## src/rtl/binary_serial_subtractor_if.sv

```systemverilog
// Operand/result bundle for the bit-serial subtractor: start handshake in, busy/done and result out.
interface binary_serial_subtractor_if #(
    parameter int N = 16
);
    logic         start;
    logic [N-1:0] a;
    logic [N-1:0] b;
    logic         bin;
    logic         busy;
    logic         done;
    logic [N-1:0] diff;
    logic         bout;
    logic         ovf;

    modport master (
        output start, a, b, bin,
        input  busy, done, diff, bout, ovf
    );

    modport slave (
        input  start, a, b, bin,
        output busy, done, diff, bout, ovf
    );
endinterface

```

## src/rtl/binary_serial_subtractor.sv

```systemverilog
// Bit-serial subtractor: diff = a - b - bin, LSB first, one full-subtractor cell plus a borrow flop.
module binary_serial_subtractor #(
    parameter int N = 16
) (
    input  logic                       clk,
    input  logic                       rst,
    binary_serial_subtractor_if.slave  bus
);
    localparam int CW = $clog2(N);

    typedef enum logic [1:0] {
        S_IDLE  = 2'd0,
        S_SHIFT = 2'd1,
        S_DONE  = 2'd2
    } state_t;

    function automatic logic fs_diff(input logic x, input logic y, input logic br);
        return x ^ y ^ br;
    endfunction

    function automatic logic fs_borrow(input logic x, input logic y, input logic br);
        return (~x & y) | (~(x ^ y) & br);
    endfunction

    state_t         r_state;
    state_t         w_next;
    logic [N-1:0]   r_a;
    logic [N-1:0]   r_b;
    logic           r_br;
    logic [CW-1:0]  r_cnt;
    logic [N-1:0]   r_dsh;
    logic           r_a_msb;
    logic           r_b_msb;
    logic [N-1:0]   r_diff;
    logic           r_bout;
    logic           r_ovf;
    logic           r_busy;
    logic           r_done;
    logic           w_busy_nxt;
    logic           w_done_nxt;
    logic           w_last;
    logic           w_d;
    logic           w_br_nxt;

    assign w_d      = fs_diff(r_a[0], r_b[0], r_br);
    assign w_br_nxt = fs_borrow(r_a[0], r_b[0], r_br);
    assign w_last   = (r_cnt == CW'(N - 1));

    // State register
    always_ff @(posedge clk or negedge rst) begin
        if (!rst) begin
            r_state <= S_IDLE;
        end else begin
            r_state <= w_next;
        end
    end

    // Next-state logic; start outside IDLE is simply not looked at
    always_comb begin
        w_next = r_state;
        case (r_state)
            S_IDLE: begin
                if (bus.start) begin
                    w_next = S_SHIFT;
                end else begin
                    w_next = S_IDLE;
                end
            end
            S_SHIFT: begin
                if (w_last) begin
                    w_next = S_DONE;
                end else begin
                    w_next = S_SHIFT;
                end
            end
            S_DONE:  w_next = S_IDLE;
            default: w_next = S_IDLE;
        endcase
    end

    // Handshake outputs are decoded from the upcoming state and then registered
    always_comb begin
        w_busy_nxt = 1'b0;
        w_done_nxt = 1'b0;
        case (w_next)
            S_SHIFT: w_busy_nxt = 1'b1;
            S_DONE:  w_done_nxt = 1'b1;
            default: begin
                w_busy_nxt = 1'b0;
                w_done_nxt = 1'b0;
            end
        endcase
    end

    always_ff @(posedge clk or negedge rst) begin
        if (!rst) begin
            r_busy <= 1'b0;
            r_done <= 1'b0;
        end else begin
            r_busy <= w_busy_nxt;
            r_done <= w_done_nxt;
        end
    end

    // Operand shift registers, borrow flop, bit counter and result capture
    always_ff @(posedge clk or negedge rst) begin
        if (!rst) begin
            r_a     <= {N{1'b0}};
            r_b     <= {N{1'b0}};
            r_br    <= 1'b0;
            r_cnt   <= {CW{1'b0}};
            r_dsh   <= {N{1'b0}};
            r_a_msb <= 1'b0;
            r_b_msb <= 1'b0;
            r_diff  <= {N{1'b0}};
            r_bout  <= 1'b0;
            r_ovf   <= 1'b0;
        end else begin
            case (r_state)
                S_IDLE: begin
                    if (bus.start) begin
                        r_a     <= bus.a;
                        r_b     <= bus.b;
                        r_br    <= bus.bin;
                        r_cnt   <= {CW{1'b0}};
                        r_dsh   <= {N{1'b0}};
                        r_a_msb <= bus.a[N-1];
                        r_b_msb <= bus.b[N-1];
                    end
                end
                S_SHIFT: begin
                    r_a   <= {1'b0, r_a[N-1:1]};
                    r_b   <= {1'b0, r_b[N-1:1]};
                    r_br  <= w_br_nxt;
                    r_dsh <= {w_d, r_dsh[N-1:1]};
                    r_cnt <= r_cnt + 1'b1;
                    // w_d is the result MSB on the last bit, so it feeds the overflow test directly
                    if (w_last) begin
                        r_diff <= {w_d, r_dsh[N-1:1]};
                        r_bout <= w_br_nxt;
                        r_ovf  <= (r_a_msb ^ r_b_msb) & (w_d ^ r_a_msb);
                    end
                end
                default: begin
                end
            endcase
        end
    end

    assign bus.busy = r_busy;
    assign bus.done = r_done;
    assign bus.diff = r_diff;
    assign bus.bout = r_bout;
    assign bus.ovf  = r_ovf;
endmodule

```

## src/flat_wrapper.sv

```systemverilog
// flat-port wrapper written by rule: the top's interface ports become plain ports
module binary_serial_subtractor_flat 
#(
    parameter int N = 16
)
  (clk, rst, bus_start, bus_a, bus_b, bus_bin, bus_busy, bus_done, bus_diff, bus_bout, bus_ovf);
  binary_serial_subtractor_if #(.N(N)) bus_i ();
  input  logic clk;
  input  logic rst;
  input wire logic [$bits(bus_i.start)-1:0] bus_start;
  input wire logic [$bits(bus_i.a)-1:0] bus_a;
  input wire logic [$bits(bus_i.b)-1:0] bus_b;
  input wire logic [$bits(bus_i.bin)-1:0] bus_bin;
  output wire logic [$bits(bus_i.busy)-1:0] bus_busy;
  output wire logic [$bits(bus_i.done)-1:0] bus_done;
  output wire logic [$bits(bus_i.diff)-1:0] bus_diff;
  output wire logic [$bits(bus_i.bout)-1:0] bus_bout;
  output wire logic [$bits(bus_i.ovf)-1:0] bus_ovf;
  assign bus_i.start = bus_start;
  assign bus_i.a = bus_a;
  assign bus_i.b = bus_b;
  assign bus_i.bin = bus_bin;
  assign bus_busy = bus_i.busy;
  assign bus_done = bus_i.done;
  assign bus_diff = bus_i.diff;
  assign bus_bout = bus_i.bout;
  assign bus_ovf = bus_i.ovf;
  binary_serial_subtractor #(.N(N)) u_core (.clk(clk), .rst(rst), .bus(bus_i));
endmodule
```

## config.mk

```make
export PLATFORM = sky130hd
export DESIGN_NAME = binary_serial_subtractor_flat
export DESIGN_NICKNAME = d
export VERILOG_FILES = /design/src/rtl/binary_serial_subtractor_if.sv /design/src/rtl/binary_serial_subtractor.sv /design/src/flat_wrapper.sv
export SDC_FILE = /design/constraint.sdc
export NUM_CORES = 1
export LEC_CHECK = 0
export ABC_CLOCK_PERIOD_IN_PS = 2000
export BUFFER_PORTS_ARGS = -buffer_cell sky130_fd_sc_hd__buf_2
export CORE_AREA = 2 2 83 105
export DETAILED_ROUTE_END_ITERATION = 8
export DIE_AREA = 0 0 85 107
export GPL_TIMING_DRIVEN = 0
export PLACE_DENSITY = 0.69
export SLEW_MARGIN = 10
export SYNTH_ARGS = -nofsm -noshare
export SYNTH_HDL_FRONTEND = slang
export SYNTH_SLANG_ARGS = --single-unit
```

## constraint.sdc

```tcl
create_clock -name clk -period 2 [get_ports clk]
set_input_delay 0.3 -clock clk [delete_from_list [all_inputs] [get_ports clk]]
set_output_delay 0.3 -clock clk [all_outputs]
set_load 0.005 [all_outputs]
```

==> results of run 1 <==
[metrics by stage]
stage	area [sq um]	hold slack (ns)
2_1_floorplan	3160	0.00441
3_3_place_gp	3560	0.462
3_5_place_dp	3580	0.263
4_1_cts	3820	0.173
5_1_grt	3820	0.187
6_report	3820	0.181
[final cells by class]
class	count	area, sq um	share of cell area, %
buffer	19	114	2.98
clock buffer	11	151	3.97
inverter	3	11.3	0.295
multi-input combinational	157	1140	29.8
timing repair buffer	57	308	8.07
sequential	76	1900	49.8
tap	97	121	3.18
clock inverter	4	72.6	1.90
[cell families after synthesis]
family	count (synthesis)	synth area share, %
compound gates	89	19.5
fa+ha+maj	2	1.03
buf+inv	22	3.96
flops	76	60.1
mux	20	8.19
simple gates	46	7.24
[state kept, by name (all words and copies together) (netlist names)]
name and cells:
u_core.bus.diff 16, u_core.bus.ovf 1, u_core.r_br 1, u_core.r_a_msb 1
u_core.r_state 2, u_core.bus.bout 1, u_core.r_cnt 4, u_core.bus.done 1
u_core.bus.busy 1, u_core.r_a 16, u_core.r_b 16, u_core.r_b_msb 1
u_core.r_dsh 15
[repair_timing]
item / in CTS / in global routing
hold buffers: 1 / 0
resized for setup: 0 / 0
endpoints found under the hold margin: 31 / 0
[critical path, cell delays in order (launching register included)]
cell	delay (ns)
dfrtp_1	0.40
ha_1	0.25
nand4_4	0.17
nor2_4	0.29
buf_12	0.19
mux2_4	0.30
[worst max path at each step]
| stage | to | start | slack [ns] | cells past startpoint |
|---|---|---|---|---|
| 2_1_floorplan | u_core.bus.diff[10] | u_core.r_cnt[0] | 0.44 | 5 |
| 3_3_place_gp | u_core.r_b[11] | rst | 0.17 | 1 |
| 3_5_place_dp | u_core.bus.diff[8] | u_core.r_cnt[0] | 0.24 | 5 |
| 4_1_cts | u_core.bus.diff[8] | u_core.r_cnt[0] | 0.24 | 5 |
| 5_1_grt | u_core.bus.diff[8] | u_core.r_cnt[0] | 0.13 | 5 |
| 6_report | u_core.bus.diff[8] | u_core.r_cnt[1] | 0.26 | 5 |
[routing by layer]
| metal | track usage [%] | vias up | wire length [um] |
|---|---|---|---|
| met4 | 7.48 | 0 | 147 |
| met3 | 3.23 | 12 | 291 |
| li1 | - | 1062 | - |
| met1 | 20.1 | 1104 | 2980 |
| met5 | 0 | - | 0 |
| met2 | 25.0 | 59 | 3240 |
[power by group]
part	switching, mW	internal, mW	total (mW)
clock network	0.548	0.762	1.31
logic	0.872	0.960	1.83
registers	0.422	2.18	2.61
total	1.84	3.90	5.75
[cells in the final DEF, fill, tap and decap left out, drive strengths merged, types with 3 or more instances in the layout]
cell	count
dfrtp	76
buf	72
o21ai	33
nand2	31
a22oi	30
mux2	20
a22o	18
clkbuf	14
nor2b	4
nor2	4
inv	3
==> results.py, run 1 <==
metrics = {
    "status": {
        "status": "finished, final reports clean",
    },
    "floorplanning": {
        "die_h_um": 107,
        "dieArea_sq_mm": 0.00910,
        "core-area_sq_mm": 0.00810,
        "die_w_um": 85,
        "initial_utilization_pct": 39.0,
        "fp-row-count": 37,
        "ios": 56,
    },
    "clocking": {
        "clock_path_buffers": 2,
        "cts-buffers-inserted": 9,
        "cts_sinks": 76,
        "clk_latency_ns": 0.35,
        "htreeDepth": 3,
        "cts_tree": "done",
        "cts.clk_slew.worst_paths_ns": 0.08,
        "cts_root_buf": "clkbuf_8",
        "cts_setup_buffers": 0,
    },
    "timing": {
        "slew_headroom_pct": 71.8,
        "finClkSkew_ns": 0.0112,
        "period_needed_ns": 1.74,
        "slew_violations": 0,
        "grt_setup_unrepaired": "no",
        "timing.final.crit_share_pct": 86.9,
        "finalSetupTns_ns": 0,
        "fmax_mhz": 575,
        "final-setup-viol-count": 0,
        "worstMarginPinSlew_ns": 0.423,
        "hold_viol": 0,
        "worst_slack_ns": 0.262,
    },
    "global_routing": {
        "grt_max_degree": 46,
        "overflow": 0,
        "grt_pass1_vias": 2275,
        "grt_antenna_before_repair": 0,
        "grt_pass1_wl_mm": 11.0,
        "grt_usage_pct": 15.6,
    },
    "pwr": {
        "total_power_mw": 5.75,
        "p_leak_nw": 1.81,
        "vdd_drop_max_mv": 0.637,
        "power_density_mw_per_mm2": 1510,
    },
    "finish": {
        "drive_gt1_share_pct": 33.9,
        "antennaDiodeCount": 0,
        "layout.cells.non_filler": 424,
        "fill_cells": 756,
        "final_nets": 361,
        "area_growth_syn_to_layout_pct": 20.6,
        "final_util_pct": 47.1,
    },
    "critical_path": {
        "path_class": "flip-flop to flip-flop",
        "reg2reg_depth": 5,
        "r2r_start": "u_core.r_cnt[1]",
        "arrival_ns": 1.97,
        "crit_path_end_kind": "flip-flop",
        "critPathRequiredTime_ns": 2.24,
        "r2r_end": "u_core.bus.diff[8]",
        "start_kind": "flip-flop",
        "crit_path_max_fanout": 10,
        "r2r_slack_ns": 0.26,
    },
    "detailed_routing": {
        "drtIter0Drc": 139,
        "vias": 2237,
        "routedWlPerCell_um": 15.7,
        "drc": 0,
        "vias_per_cell": 5.28,
        "wirelength_mm": 6.66,
        "postRouteAntennaNets": 0,
        "firstDrtPassIters": 4,
    },
    "hold_path": {
        "hold_class": "input port to flip-flop",
        "hold_end": "u_core.r_a[15]",
        "min-delay-start": "bus_a[15]",
        "holdPathStages": 2,
    },
    "synth": {
        "synthesis.instances": 255,
        "netlist_area_sq_mm": 0.00316,
        "syn_area_per_cell_sq_um": 12.4,
        "synth_cell_types": 31,
        "synth-seq-cells": 76,
        "synth_top_area_share_pct": 60.1,
        "ys_top_cells_by_count": "dfrtp_1 (76), o21ai_0 (33), nand2_1 (31)",
        "synth_area_leader_cell": "dfrtp_1",
        "synth_edf_count": 0,
        "syn_nets": 293,
        "yosysWarnings": 0,
        "synth_ff_type": "dfrtp_1",
        "synth.most_common_cell": "dfrtp_1",
        "synth.yosys.seq_area_share_pct": 60.1,
        "ys_top_cells_by_area": "dfrtp_1 (60%), a22oi_1 (7.1%), o21ai_0 (5.2%), a22o_1 (5.0%), mux2_4 (4.3%)",
        "async_flop_share_pct": 100,
    },
    "placed_design": {
        "portBuffers": 55,
        "hpwl_mm": 4.70,
        "post-place-cells": 408,
        "dp_slack_ns": 0.237,
        "gp_congestion": 0.757,
    },
    "job": {
        "cap_violations": 0,
    },
}
Note: power is estimated with default switching activity, not from simulation.
==> run 2, diff against run 1 <==
--- a/config.mk
+++ b/config.mk
@@ -5,13 +5,15 @@
 export SDC_FILE = /design/constraint.sdc
 export NUM_CORES = 1
 export LEC_CHECK = 0
-export ABC_CLOCK_PERIOD_IN_PS = 2000
+export ABC_CLOCK_PERIOD_IN_PS = 1700
 export BUFFER_PORTS_ARGS = -buffer_cell sky130_fd_sc_hd__buf_2
-export CORE_AREA = 2 2 83 105
+export CELL_PAD_IN_SITES_DETAIL_PLACEMENT = 1
+export CELL_PAD_IN_SITES_GLOBAL_PLACEMENT = 2
+export CORE_AREA = 2 2 86 109
 export DETAILED_ROUTE_END_ITERATION = 8
-export DIE_AREA = 0 0 85 107
+export DIE_AREA = 0 0 88 111
 export GPL_TIMING_DRIVEN = 0
-export PLACE_DENSITY = 0.69
+export PLACE_DENSITY = 0.87
 export SLEW_MARGIN = 10
 export SYNTH_ARGS = -nofsm -noshare
 export SYNTH_HDL_FRONTEND = slang
==> constraint.sdc (replaced) <==
create_clock -name clk -period 1.7 [get_ports clk]
set_input_delay 0.255 -clock clk [delete_from_list [all_inputs] [get_ports clk]]
set_output_delay 0.255 -clock clk [all_outputs]
set_load 0.01 [all_outputs]
==> run 2 against run 1 <==
Maximum frequency rose by 8.6%. Hold slack got worse by 0.011 ns. Setup slack got worse by 0.16 ns. Clock power rose by 66%. Die area rose by 7.4%. Sequential share of layout area fell by 2.2 points. Critical endpoint is now u_core.bus.diff[4]. Cell count rose by 6.8%. Wire length rose by 10%. Clock skew fell by 0.0069 ns. Non-clock buffer count rose by 2. Highest routed layer unchanged. Largest power group unchanged.
==> results.py, run 2 (synthesis results as in run 1) <==
metrics = {
    "pwr": {
        "total_power_mw": 7.54,
        "p_leak_nw": 1.87,
        "swShare_pct": 31.7,
        "clkPwrFrac_pct": 28.7,
        "p_comb_share_pct": 30.4,
        "vdd_drop_max_mv": 0.667,
        "power_density_mw_per_mm2": 1890,
        "p_switching_mw": 2.39,
        "pwr-share-seq_pct": 40.9,
        "p_int_mw": 5.15,
    },
    "critical_path": {
        "critPathRequiredTime_ns": 1.92,
        "start_kind": "flip-flop",
        "cp_cell_sequence": "ha_2 -> nand4_4 -> nor2_4 -> buf_4 -> mux2_2",
        "cp_slowest_cell": "dfrtp_1",
        "arrival_ns": 1.82,
        "crit_path_max_fanout": 6,
        "path_class": "flip-flop to flip-flop",
        "crit_path_end_kind": "flip-flop",
        "critPathMaxStageDelay_ns": 0.40,
    },
    "global_routing": {
        "grt_antenna_before_repair": 0,
        "grt_usage_pct": 16.5,
        "overflow": 0,
        "grt_pass1_vias": 2441,
        "grt_pass1_wl_mm": 12.3,
        "grt_max_degree": 55,
    },
    "detailed_routing": {
        "wirelength_mm": 7.34,
        "firstDrtPassIters": 4,
        "vias_per_cell": 5.03,
        "vias": 2278,
        "postRouteAntennaNets": 0,
        "drtIter0Drc": 89,
        "drc": 0,
        "routedWlPerCell_um": 16.2,
    },
    "placed_design": {
        "dp_slack_ns": -0.0878,
        "portBuffers": 55,
        "hpwl_mm": 5.14,
        "post-place-cells": 434,
        "gp_congestion": 0.723,
    },
    "timing": {
        "whs_ns": 0.170,
        "period_needed_ns": 1.60,
        "worst_slack_ns": 0.0992,
        "final-setup-viol-count": 0,
        "fmax_mhz": 625,
        "slew_headroom_pct": 74.8,
        "finClkSkew_ns": 0.00423,
        "timing.final.crit_share_pct": 94.2,
        "hold_viol": 0,
        "slew_violations": 0,
        "finalSetupTns_ns": 0,
        "grt_setup_unrepaired": "no",
        "worstMarginPinSlew_ns": 0.377,
    },
    "floorplanning": {
        "initial_utilization_pct": 35.8,
        "die_w_um": 88,
        "fp-row-count": 39,
        "ios": 56,
        "die_h_um": 111,
        "dieArea_sq_mm": 0.00977,
        "core-area_sq_mm": 0.00883,
    },
    "hold_path": {
        "hold_class": "input port to flip-flop",
    },
    "finish": {
        "area_growth_syn_to_layout_pct": 26.1,
        "final_nets": 363,
        "drive_gt1_share_pct": 34.8,
        "final_common_cell": "dfrtp_1",
        "antennaDiodeCount": 0,
        "final_cell_mix": "dfrtp_1 (76), buf_2 (66), o21ai_0 (33), nand2_1 (31), a22oi_1 (30)",
        "layout.cells.non_filler": 453,
    },
    "clocking": {
        "cts_root_buf": "clkbuf_16",
        "htreeDepth": 3,
        "clk_latency_ns": 0.33,
        "cts-buffers-inserted": 9,
        "clock_path_buffers": 2,
        "cts.clk_slew.worst_paths_ns": 0.06,
        "cts_sinks": 76,
        "cts_tree": "done",
    },
    "job": {
        "cap_violations": 0,
    },
    "status": {
        "status": "finished, final reports clean",
    },
}
[run 2: final timing paths]
kind	startpoint	slack, ns	cells past startpoint	end
max in group asynchronous	rst	0.79	3	u_core.r_b[3]
min in group asynchronous	rst	0.36	2	u_core.bus.diff[13]
max reg2reg	u_core.r_cnt[0]	0.1	5	u_core.bus.diff[4]
min reg2reg	u_core.r_b[13]	0.48	2	u_core.r_b[13]
min	bus_b[15]	0.17	2	u_core.r_b[15]
max	u_core.r_cnt[0]	0.1	5	u_core.bus.diff[4]
[run 2: final cells by class]
cell class                      count  area [sq um]
Buffer                             19           114
Clock buffer                        9           225
Clock inverter                      7           115
Fill cell                         965          4840
Inverter                            3          11.3
Multi-Input combinational cell    157          1140
Sequential cell                    76          1900
Tap cell                          123           154
Timing Repair Buffer               59           330
[run 2: power by group through the flow]
stage          registers, mW  logic [mW]  clock network, mW
2_1_floorplan           3.05        1.56                  0
3_3_place_gp            3.06        2.19                  0
3_5_place_dp            3.12        2.31                  0
4_1_cts                 3.10        2.35               2.20
5_1_grt                 3.19        2.60               2.30
6_report                3.08        2.30               2.17
[run 2: metal layers]
metal	global-route usage, %	routed length (um)	part of all wire, %	up-vias
li1	-	-	-	1069
met1	21.2	3160	43	1155
met2	26.7	3760	51	44
met3	4.39	284	3.9	10
met4	5.54	125	1.7	0
met5	0	0	0	-
[run 2: through the flow]
stage / utilization (%) / area (sq um)
after CTS: 45.1 / 3990
after global placement: 40.7 / 3590
after global routing: 45.2 / 3990
after detailed placement: 41.0 / 3620
final: 45.2 / 3990
after floorplan: - / 3160
[run 2: worst max-delay path, delay by kind of cell, from the launching register on]
kind | cells | cell delay [ns]
adder cells (fa/ha/maj) | 1 | 0.24
buffers and inverters | 1 | 0.17
flip-flops | 1 | 0.40
multiplexers | 1 | 0.33
AND/OR/NAND/NOR | 2 | 0.36
[run 2: repair_timing]
action,in CTS,in global routing
resized for setup,0,1
setup buffers,2,0
endpoints found under the hold margin,22,0
endpoints found under the setup margin,9,9
pin swaps,1,0
hold buffers,1,0
==> run 3, diff against run 2 <==
--- a/config.mk
+++ b/config.mk
@@ -12,7 +12,6 @@
 export CORE_AREA = 2 2 86 109
 export DETAILED_ROUTE_END_ITERATION = 8
 export DIE_AREA = 0 0 88 111
-export GPL_TIMING_DRIVEN = 0
 export PLACE_DENSITY = 0.87
 export SLEW_MARGIN = 10
 export SYNTH_ARGS = -nofsm -noshare
==> run 3 against run 2 <==
Global-route usage is 0.28 points lower. Via count is 3.0% lower. Cell count is 2.2% lower. Critical path type unchanged. Sequential power hardly changed. Register-to-register slack hardly changed. Wire length is 2.5% lower. Largest cell class unchanged. Clock skew is 0.0043 ns higher. Critical path depth stayed put. Count of clock-buffer cells in the layout is 1 higher. Combinational power hardly changed. Setup slack better by 0.0091 ns.
==> results.py, run 3 (synthesis results as in run 1) <==
metrics = {
    "critical_path": {
        "path_class": "flip-flop to flip-flop",
        "crit_path_max_fanout": 18,
        "cp_slowest_cell": "dfrtp_1",
        "startpoint": "u_core.r_cnt[0]",
        "r2r_end": "u_core.bus.diff[4]",
        "crit_path_end_kind": "flip-flop",
        "critPathMaxStageDelay_ns": 0.41,
        "arrival_ns": 1.81,
        "critPathCapture": "u_core.bus.diff[4]",
        "r2r_start": "u_core.r_cnt[0]",
        "cp_cell_sequence": "ha_2 -> nand4_4 -> nor2_4 -> buf_12 -> mux2_2",
        "start_kind": "flip-flop",
        "critPathRequiredTime_ns": 1.91,
        "r2r_slack_ns": 0.11,
        "reg2reg_depth": 5,
    },
    "job": {
        "cap_violations": 0,
    },
    "finish": {
        "drive_gt1_share_pct": 33.8,
        "final_util_pct": 44.3,
        "stdcell_area_sq_mm": 0.00392,
        "final_cell_mix": "dfrtp_1 (76), buf_2 (54), o21ai_0 (33), nand2_1 (31), a22oi_1 (30)",
        "fill_cells": 974,
        "area_growth_syn_to_layout_pct": 23.8,
        "final_common_cell": "dfrtp_1",
        "final_nets": 353,
        "antennaDiodeCount": 0,
    },
    "global_routing": {
        "grt_usage_pct": 16.2,
        "grt_max_degree": 42,
        "grt_pass1_vias": 2472,
        "overflow": 0,
        "grt_antenna_before_repair": 0,
        "grt_pass1_wl_mm": 12.3,
    },
    "hold_path": {
        "hold_class": "input port to flip-flop",
    },
    "timing": {
        "period_needed_ns": 1.59,
        "slew_headroom_pct": 64.0,
        "finClkSkew_ns": 0.00856,
        "finalSetupTns_ns": 0,
        "fmax_mhz": 628,
        "worstMarginPinSlew_ns": 0.540,
        "slew_violations": 0,
        "hold_viol": 0,
        "final-setup-viol-count": 0,
        "timing.final.crit_share_pct": 93.6,
        "grt_setup_unrepaired": "no",
        "worst_slack_ns": 0.108,
    },
    "status": {
        "status": "finished, final reports clean",
    },
    "floorplanning": {
        "core-area_sq_mm": 0.00883,
        "dieArea_sq_mm": 0.00977,
        "ios": 56,
        "initial_utilization_pct": 35.8,
        "fp-row-count": 39,
        "die_w_um": 88,
        "die_h_um": 111,
    },
    "detailed_routing": {
        "wirelength_mm": 7.15,
        "vias_per_cell": 4.99,
        "postRouteAntennaNets": 0,
        "drc": 0,
        "drtIter0Drc": 89,
        "routedWlPerCell_um": 16.1,
        "vias": 2209,
        "firstDrtPassIters": 4,
    },
    "placed_design": {
        "dpl-instance-area_sq_mm": 0.00364,
        "portBuffers": 55,
        "dp_slack_ns": 0.0707,
        "hpwl_mm": 4.87,
        "gp_congestion": 0.717,
    },
    "pwr": {
        "total_power_mw": 7.10,
        "power_density_mw_per_mm2": 1810,
        "vdd_drop_max_mv": 0.617,
        "p_leak_nw": 1.82,
    },
    "clocking": {
        "htreeDepth": 3,
        "clk_latency_ns": 0.33,
        "cts_setup_buffers": 0,
        "clock_path_buffers": 2,
        "cts_tree": "done",
        "cts_sinks": 76,
        "cts-buffers-inserted": 9,
        "cts.clk_slew.worst_paths_ns": 0.06,
        "cts_root_buf": "clkbuf_16",
    },
}
run 3: changes by cell type in the layout (fill, tap and decap cells not counted), moves of 2 or more:
cell / previous run / this run
buf_2: 66 / 54
bufinv_16: 3 / 0
buf_4: 6 / 8
buf_12: 1 / 5
clkbuf_1: 3 / 1
run 3: report_power, final:
part | switching [mW] | internal (mW)
Clock | 0.731 | 0.985
Sequential | 0.522 | 2.57
Combinational | 1.11 | 1.17
Total | 2.36 | 4.73
run 3: per-layer routing:
metal | vias up | track usage [%] | part of all wire, %
li1 | 1048 | - | -
met1 | 1111 | 20.7 | 44
met2 | 41 | 26.7 | 52
met3 | 9 | 3.20 | 2.9
met4 | 0 | 6.15 | 1.7
met5 | - | 0 | 0
run 3: worst min-delay path by stage:
stage | start | endpoint | slack [ns] | cells after the start
global route | bus_b[15] | u_core.r_b[15] | 0.17 | 2
floorplan | rst | u_core.bus.bout | -0.04 | 0
CTS | bus_b[15] | u_core.r_b[15] | 0.16 | 2
detailed placement | rst | u_core.bus.diff[12] | 0.28 | 1
finish | bus_b[15] | u_core.r_b[15] | 0.17 | 2
global placement | rst | u_core.bus.diff[13] | 0.27 | 1
run 3: cell type report:
type                    instances  area, sq um  area share, %
clock buffers                  10          229           5.85
clock inverters                 6         38.8          0.990
inverters                       3         11.3          0.288
multi-input cells             157         1140           29.1
flip-flops and latches         76         1900           48.6
well taps                     123          154           3.93
repair buffers                 68          440           11.2
run 3: worst max-delay path: cells and delay by family, from the launching register on:
kind / cells / cell delay [ns]
adders and majority gates: 1 / 0.25
buffers and inverters: 1 / 0.17
DFF: 1 / 0.41
muxes: 1 / 0.35
and+or+nand+nor: 2 / 0.29
run 3: through the flow:
step | std cells | hold slack (ns)
6_report | 443 | 0.171
5_1_grt | 443 | 0.165
4_1_cts | 443 | 0.163
3_5_place_dp | 426 | 0.276
3_3_place_gp | 426 | 0.268
2_1_floorplan | 255 | -0.0406
run 3: timing repair:
item                                   in CTS  in global routing
endpoints found under the hold margin      39                  0
resized for setup                           0                  1
hold buffers                                1                  0
setup endpoints to repair                   0                  2
